**src/rtl/fetch_queue_unit.sv**
```systemverilog
// Fetch front end: owns the fetch PC, one outstanding imem request, DEPTH-entry queue toward decode.
// Ack in cycle N is visible on id_* in N+1; no request issues while full. `FETCH_STATS_EN adds a stall counter.
module fetch_queue_unit #(
  parameter int unsigned DEPTH    = 4,
  parameter logic [31:0] RESET_PC = 32'h0
) (
  input  logic        clk_i,
  input  logic        rst_i,
  input  logic        start_i,
  output logic        imem_req_o,
  output logic [31:0] imem_addr_o,
  input  logic        imem_ack_i,
  input  logic [31:0] imem_instr_i,
  input  logic        redirect_i,
  input  logic [31:0] redirect_pc_i,
  output logic        id_valid_o,
  input  logic        id_ready_i,
  output logic [31:0] id_instr_o,
  output logic [31:0] id_pc_o,
  output logic [31:0] id_pc4_o,
  output logic [31:0] stall_cnt_o
);

  localparam int unsigned AW = $clog2(DEPTH);
  localparam int unsigned CW = $clog2(DEPTH + 1);

  typedef enum logic [1:0] {IDLE, REQ, DROP} state_e;

  state_e        state_q;
  logic          req_q;
  logic [31:0]   addr_q;
  logic [31:0]   fetch_pc_q;

  logic [31:0]   mem_pc_q    [DEPTH];
  logic [31:0]   mem_instr_q [DEPTH];
  logic [AW-1:0] wr_ptr_q, wr_ptr_d;
  logic [AW-1:0] rd_ptr_q, rd_ptr_d;
  logic [CW-1:0] count_q, count_d;
  logic [CW-1:0] count_after_pop;
  logic [31:0]   id_pc_q, id_pc_d;
  logic [31:0]   id_instr_q, id_instr_d;

  logic          push;
  logic          pop;
  logic [31:0]   fetch_pc_inc;

  assign push            = (state_q == REQ) && imem_ack_i && !redirect_i;
  assign pop             = (count_q != '0) && id_ready_i && !redirect_i;
  assign count_after_pop = count_q - CW'(pop);
  assign fetch_pc_inc    = fetch_pc_q + 32'd4;

  // id_* are registered copies of the head so they hold their last value once the queue drains.
  always_comb begin
    wr_ptr_d   = wr_ptr_q;
    rd_ptr_d   = rd_ptr_q;
    count_d    = count_q;
    id_pc_d    = id_pc_q;
    id_instr_d = id_instr_q;
    if (redirect_i) begin
      wr_ptr_d = '0;
      rd_ptr_d = '0;
      count_d  = '0;
    end else begin
      if (push) wr_ptr_d = wr_ptr_q + AW'(1);
      if (pop)  rd_ptr_d = rd_ptr_q + AW'(1);
      count_d = count_after_pop + CW'(push);
      if (count_after_pop != '0) begin
        id_pc_d    = mem_pc_q[rd_ptr_d];
        id_instr_d = mem_instr_q[rd_ptr_d];
      end else if (push) begin
        id_pc_d    = fetch_pc_q;
        id_instr_d = imem_instr_i;
      end
    end
  end

  always_ff @(posedge clk_i) begin
    if (rst_i) begin
      wr_ptr_q   <= '0;
      rd_ptr_q   <= '0;
      count_q    <= '0;
      id_pc_q    <= '0;
      id_instr_q <= '0;
    end else begin
      wr_ptr_q   <= wr_ptr_d;
      rd_ptr_q   <= rd_ptr_d;
      count_q    <= count_d;
      id_pc_q    <= id_pc_d;
      id_instr_q <= id_instr_d;
    end
  end

  always_ff @(posedge clk_i) begin
    if (push && !rst_i) begin
      mem_pc_q[wr_ptr_q]    <= fetch_pc_q;
      mem_instr_q[wr_ptr_q] <= imem_instr_i;
    end
  end

  // A redirect while a request is outstanding cannot cancel it; DROP waits for and discards its ack.
  always_ff @(posedge clk_i) begin
    if (rst_i) begin
      state_q    <= IDLE;
      req_q      <= 1'b0;
      addr_q     <= RESET_PC;
      fetch_pc_q <= RESET_PC;
    end else begin
      if (redirect_i) fetch_pc_q <= redirect_pc_i & ~32'h3;
      case (state_q)
        IDLE: begin
          if (!redirect_i && start_i && (count_q < CW'(DEPTH))) begin
            state_q <= REQ;
            req_q   <= 1'b1;
            addr_q  <= fetch_pc_q;
          end
        end
        REQ: begin
          if (imem_ack_i) begin
            if (redirect_i) begin
              state_q <= IDLE;
              req_q   <= 1'b0;
            end else begin
              fetch_pc_q <= fetch_pc_inc;
              if (start_i && (count_d < CW'(DEPTH))) begin
                addr_q <= fetch_pc_inc;
              end else begin
                state_q <= IDLE;
                req_q   <= 1'b0;
              end
            end
          end else if (redirect_i) begin
            state_q <= DROP;
          end
        end
        DROP: begin
          if (imem_ack_i) begin
            state_q <= IDLE;
            req_q   <= 1'b0;
          end
        end
        default: begin
          state_q <= IDLE;
          req_q   <= 1'b0;
        end
      endcase
    end
  end

  assign imem_req_o  = req_q;
  assign imem_addr_o = addr_q;
  assign id_valid_o  = (count_q != '0);
  assign id_instr_o  = id_instr_q;
  assign id_pc_o     = id_pc_q;
  assign id_pc4_o    = id_pc_q + 32'd4;

`ifdef FETCH_STATS_EN
  logic [31:0] stall_cnt_q;

  always_ff @(posedge clk_i) begin
    if (rst_i) begin
      stall_cnt_q <= '0;
    end else if (id_ready_i && (count_q == '0)) begin
      stall_cnt_q <= stall_cnt_q + 32'd1;
    end
  end

  assign stall_cnt_o = stall_cnt_q;
`else
  assign stall_cnt_o = 32'h0;
`endif

endmodule

```
**config.mk**
```make
export PLATFORM = sky130hd
export DESIGN_NAME = fetch_queue_unit
export DESIGN_NICKNAME = d
export VERILOG_FILES = /design/src/rtl/fetch_queue_unit.sv
export SDC_FILE = /design/constraint.sdc
export NUM_CORES = 1
export LEC_CHECK = 0
export BUFFER_PORTS_ARGS = -buffer_cell sky130_fd_sc_hd__buf_4
export CORE_ASPECT_RATIO = 0.75
export CORE_UTILIZATION = 40
export CTS_CLUSTER_SIZE = 40
export DETAILED_ROUTE_END_ITERATION = 8
export MAX_ROUTING_LAYER = met4
export SLEW_MARGIN = 5
export SYNTH_ARGS = -nofsm -noshare
export SYNTH_HDL_FRONTEND = slang
export SYNTH_SLANG_ARGS = --single-unit
export TNS_END_PERCENT = 5
```
**constraint.sdc**
```tcl
create_clock -name clk_i -period 4.5 [get_ports clk_i]
set_input_delay 0.9 -clock clk_i [delete_from_list [all_inputs] [get_ports clk_i]]
set_output_delay 0.9 -clock clk_i [all_outputs]
set_load 0.03 [all_outputs]
```
# Word-level counts from Yosys, hierarchy flattened
# Memories as Yosys holds them, arrays and structs flattened.
# Index checks and enable logic that the tools add are counted.
# Widths: inputs -> output; s select.
# classes
add_sub_neg	6
n_lt_le_gt_ge	2
eq_ne	9
n_mux	31
bitwise_logic	1
reduce_logical	20
# op_table
operator	count
$mux 32	12
$add 32x3->32 const B	2
$pmux 32 s2	1
$mux 2	8
$logic_and 1x1->1	8
$ne 2x2->1 const B	4
$reduce_and 4->1	2
$mux 1	7
$lt 3x3->1 const B	2
$ne 3x3->1 const B	2
$pmux 2 s3	1
$reduce_bool 3->1	2
$reduce_and 5->1	1
$add 2x1->2 const B	2
$reduce_bool 2->1	2
$add 3x1->3	1
$mux 3	1
$pmux 1 s3	1
$sub 3x1->3	1
$eq 2x1->1 const B	1
$eq 2x2->1 const B	1
$logic_not 1->1	2
$logic_not 2->1	1
$ne 2x1->1 const B	1
other kinds (3)	3
# totals
regBits	138
ramBits	256
mem_count	2
# mem_list
memory	words	word_bits	read_ports	rd_clocked_by_memory_dff	wr	line	source
mem_instr_q	4	32	1	0	1	35	logic [31:0] mem_instr_q [DEPTH];
mem_pc_q	4	32	1	0	1	34	logic [31:0] mem_pc_q [DEPTH];

# Longest topological paths before layout
# logic_depth
word_depth	12
mapped_depth	17
ltp_nobuf	13

# Worst setup path before layout
# OpenSTA, ideal clock, no wires.
# synth_timing
path_type	input port to flip-flop
start	input id_ready_i
end	register addr_q[18], in the netlist imem_addr_o[18]
setup_time_ps	141
t_arrival_ps	3732
required_ps	4359
path_slack_ps	626
path_stages	15
n_path_buf	4
path_cell_list	nor2b_1 -> nand2_1 -> inv_1 -> clkbuf_1 -> clkbuf_1 -> ha_1 -> ha_1 -> inv_1 -> ha_1 -> xor3_1 -> nor3_1 -> or2_2 -> clkbuf_1 -> buf_1 -> a211oi_1
# synth_between
elab_chain_len	9
# synth_lines
item	line	source
from (decl)	17	input logic id_ready_i,
$logic_and 1x1->1 (2 in series)	48	assign pop = (count_q != '0) && id_ready_i && !redirect_i;
$sub 3x1->3	49	assign count_after_pop = count_q - CW'(pop);
$add 3x1->3	66	count_d = count_after_pop + CW'(push);
$mux 3	59	if (redirect_i) begin
$lt 3x3->1	124	if (start_i && (count_d < CW'(DEPTH))) begin
$logic_and 1x1->1	124	
$ne 2x1->1 (no line)	--	
$reduce_and 5->1 (no line)	--	
to (signal assigned)	114	addr_q <= fetch_pc_q;
to (signal assigned)	125	addr_q <= fetch_pc_inc;
to (decl)	31	logic [31:0] addr_q;
# Every way passes these cells.
# A chain may end at the register's enable or synchronous reset.

# Worst setup path after layout
# layout_timing
start	register id_pc_q[2], in the netlist id_pc_o[2]
end	output id_pc4_o[28]
# layout_between
elab_chain_len	1
# layout_lines
item	line	source
from (decl)	40	logic [31:0] id_pc_q, id_pc_d;
from (signal assigned)	88	id_pc_q <= id_pc_d;
$add 32x3->32	154	assign id_pc4_o = id_pc_q + 32'd4;
to (decl)	20	output logic [31:0] id_pc4_o,
# Every way passes these cells.

==> results.md <==
- Status: finished, final reports clean
- CP Class: reg -> out
- Post CTS Setup Buffer Count: 0
- Overflow after GRT: 0
- CTS clk-pin slew, worst paths: 60 ps
- Final setup viols: 0
- Clock root cell: clkbuf_16
- Cells after synthesis: about 2.2k
- Chip width: between 200 and 300 um
- Commonest non-fill, non-tap cell in the layout: nor2_1
- Largest buffer count on any clock path: 3
- CTS resizes: 0
- DR WL met3: between 5000 and 6000 um
- Global placement routability congestion: about 0.84
- Fillers: between 4k and 5k
- Largest net degree at the start of global routing: 98
- Drt pass-1 iters: 5
- EDFF count, synth: approximately 260
- Final Cycle Share: between 80% and 90%
- Crit path capture type: output pin
- Final Non-Filler Cells: roughly 2.9k
- Top_reg_cell synth: edfxtp_1
- P per Cell Area: between 300 and 400 mW/mm2
- Mean Syn Cell Area: slightly above 9 um2
- Via count: roughly 18k
- # IOs: roughly 230
- Clock Latency Late Sink: 580 ps
- Initial antenna violation count: 1
- # rows: 71
- Vias per std cell: 6.02
- Worst VDD drop: between 200 and 250 uV
- Half-perimeter wire length after placement: 37600 um
- Most frequent cells in the layout: nor2_1, edfxtp_1, buf_4, o21ai_0, nor3_1
- DP Cell Count: ~2.8k
- Worst EP arrival: between 3000 and 4000 ps
- Core area: ~0.05 mm2
- Post-CTS Hold Buffers: 0
- Fin crit period: around 4000 ps
- Antenna Nets Post-Route: 0
- Wire per inst: approximately 22 um
- Tightest Hold Check Type: reg -> reg
- Syn Std Cell Area: 0.0203 mm2
- YS warnings: 0
- Fmax: approximately 250 MHz
- Worst-Margin Slew: 1180 ps
- Sinks on Clock Net: 394
- Clock skew: approximately 23 ps
- Synth async-reset ratio: 0%
- Uppermost routed layer: met4
- Worst slack, placed: 697 ps
- H-tree Lvls: 2
- Die Y: between 150 and 200 um
- Unrepaired setup endpoints after global routing: false
- Metal1 wirelength: between 30000 and 40000 um
- Final setup TNS: 0 ps
- Vias in the first global route: 17.1k
- Hold Violations, Final: 0
- DRC Markers: 0
- Routed WL: 65600 um
- Global Route Usage Sum: 25.5%
- WHS: around 480 ps
- Layout area overhead: 15.9%
- Critical Path RT: approximately 3600 ps
- Nets: between 2k and 2.5k
- Final core occ: about 47%
- Fraction of layout cells with a size suffix above 1: ~15%
- Biggest fanout along the worst timing path: 7
- Die area: slightly above 0.05 mm2
- Leakage: a little over 0.008 uW
- Slew HR: between 20% and 30%
- Cell variety after synth: 54
- First-pass GRT wire length: about 100000 um
- DR iter-0 viols: between 1k and 1.5k
- Metal2 WL: 28900 um
- Total CTS buffers: 43
- Synth Register Bits: 394
- Max-cap viol count: 0
- Crit start category: register
- Slew Viols, Final: 0
- CTS tree: done
- Starting Density: around two fifths
- Final Worst Setup Slack: 540 ps
- PortBufs: 197
- Post-synthesis sequential area ratio: 51.4%
## path summary, 6_finish.rpt
check / startpoint / endpoint / slack [ps] / cells after the start
worst max register to register: count_q[2] / imem_addr_o[9] / 1100 / 14
worst min-delay path: imem_addr_o[1] / imem_addr_o[1] / 480 / 2
worst min register to register: imem_addr_o[1] / imem_addr_o[1] / 480 / 2
worst max-delay path: id_pc_o[2] / id_pc4_o[28] / 540 / 7
## registers in the layout, indices dropped and copies added, names as in the netlist, 3 cells and up
signal	flops
imem_addr_o	32
mem_pc_q	128
mem_instr_q	128
id_instr_o	32
id_pc_o	32
fetch_pc_q	32
count_q	3
## synthesized netlist by cell type, drive strengths merged, types with 7 or more instances
cell | n | area share, %
xnor2 | 46 | 2.0
nand3 | 24 | 0.59
a211oi | 46 | 1.8
nor4 | 152 | 5.0
a2bb2oi | 63 | 2.7
dfxtp | 138 | 14
a21oi | 17 | 0.42
o21bai | 36 | 1.3
ha | 10 | 0.62
nor2 | 379 | 7.0
a31oi | 36 | 1.1
inv | 22 | 0.41
and3 | 10 | 0.31
mux2i | 9 | 0.44
and2 | 7 | 0.22
xor2 | 29 | 1.2
o2111ai | 7 | 0.30
nand4 | 59 | 1.8
o21ai | 195 | 4.8
or3 | 7 | 0.22
a41oi | 26 | 1.1
clkbuf | 197 | 3.6
buf | 55 | 1.7
nor3 | 181 | 4.5
edfxtp | 256 | 38
nand2 | 56 | 1.0
nand3b | 8 | 0.30
nor3b | 64 | 2.4
## power breakdown
part	switching [uW]	internal (uW)	total (uW)
Clock	1480	2110	3600
Sequential	128	3920	4050
Combinational	447	226	673
Total	2060	6260	8320
## layout make-up
type | instances | area (um2) | share of cell area [%]
flip-flops and latches | 394 | 10500 | 44.3
multi-input cells | 1539 | 8920 | 37.8
repair buffers | 235 | 1880 | 7.96
clock buffers | 61 | 1210 | 5.15
well taps | 657 | 822 | 3.48
clock inverters | 19 | 205 | 0.870
inverters | 22 | 83.8 | 0.355
diodes | 3 | 7.51 | 0.0318
## metrics by stage
stage	total power, uW	instance area [um2]
finish	8320	23600
global route	8560	23600
CTS	8370	23600
detailed placement	4790	22200
global placement	4780	22200
floorplan	4510	20500
## cells by family (layout without fill, tap and decap cells)
logic type,Yosys count,count (layout),share of synthesized area (%)
muxes,10,10,0.498
DFF,394,394,51.4
AOI/OAI and AO/OA,443,443,14.4
other,1,35,0.0184
and+or+nand+nor,968,968,24.0
adders and majority gates,10,10,0.615
xor gates and xnor gates,76,76,3.35
buffers and inverters,274,337,5.77
## worst max-delay path: stages, from the launching register on
cell and delay [ps]:
dfxtp_1 490, ha_1 240, nand3_1 280, nor3_1 770, nand2_1 200, nor2_1 160, xor2_1 160, buf_4 180
## metal layers
layer  track usage (%)  vias up
met5                 -        -
li1                  -     8149
met2              38.2      751
met1              35.2     8639
met4              8.17        0
met3              4.33      100
(Power assumes the default switching activity.)
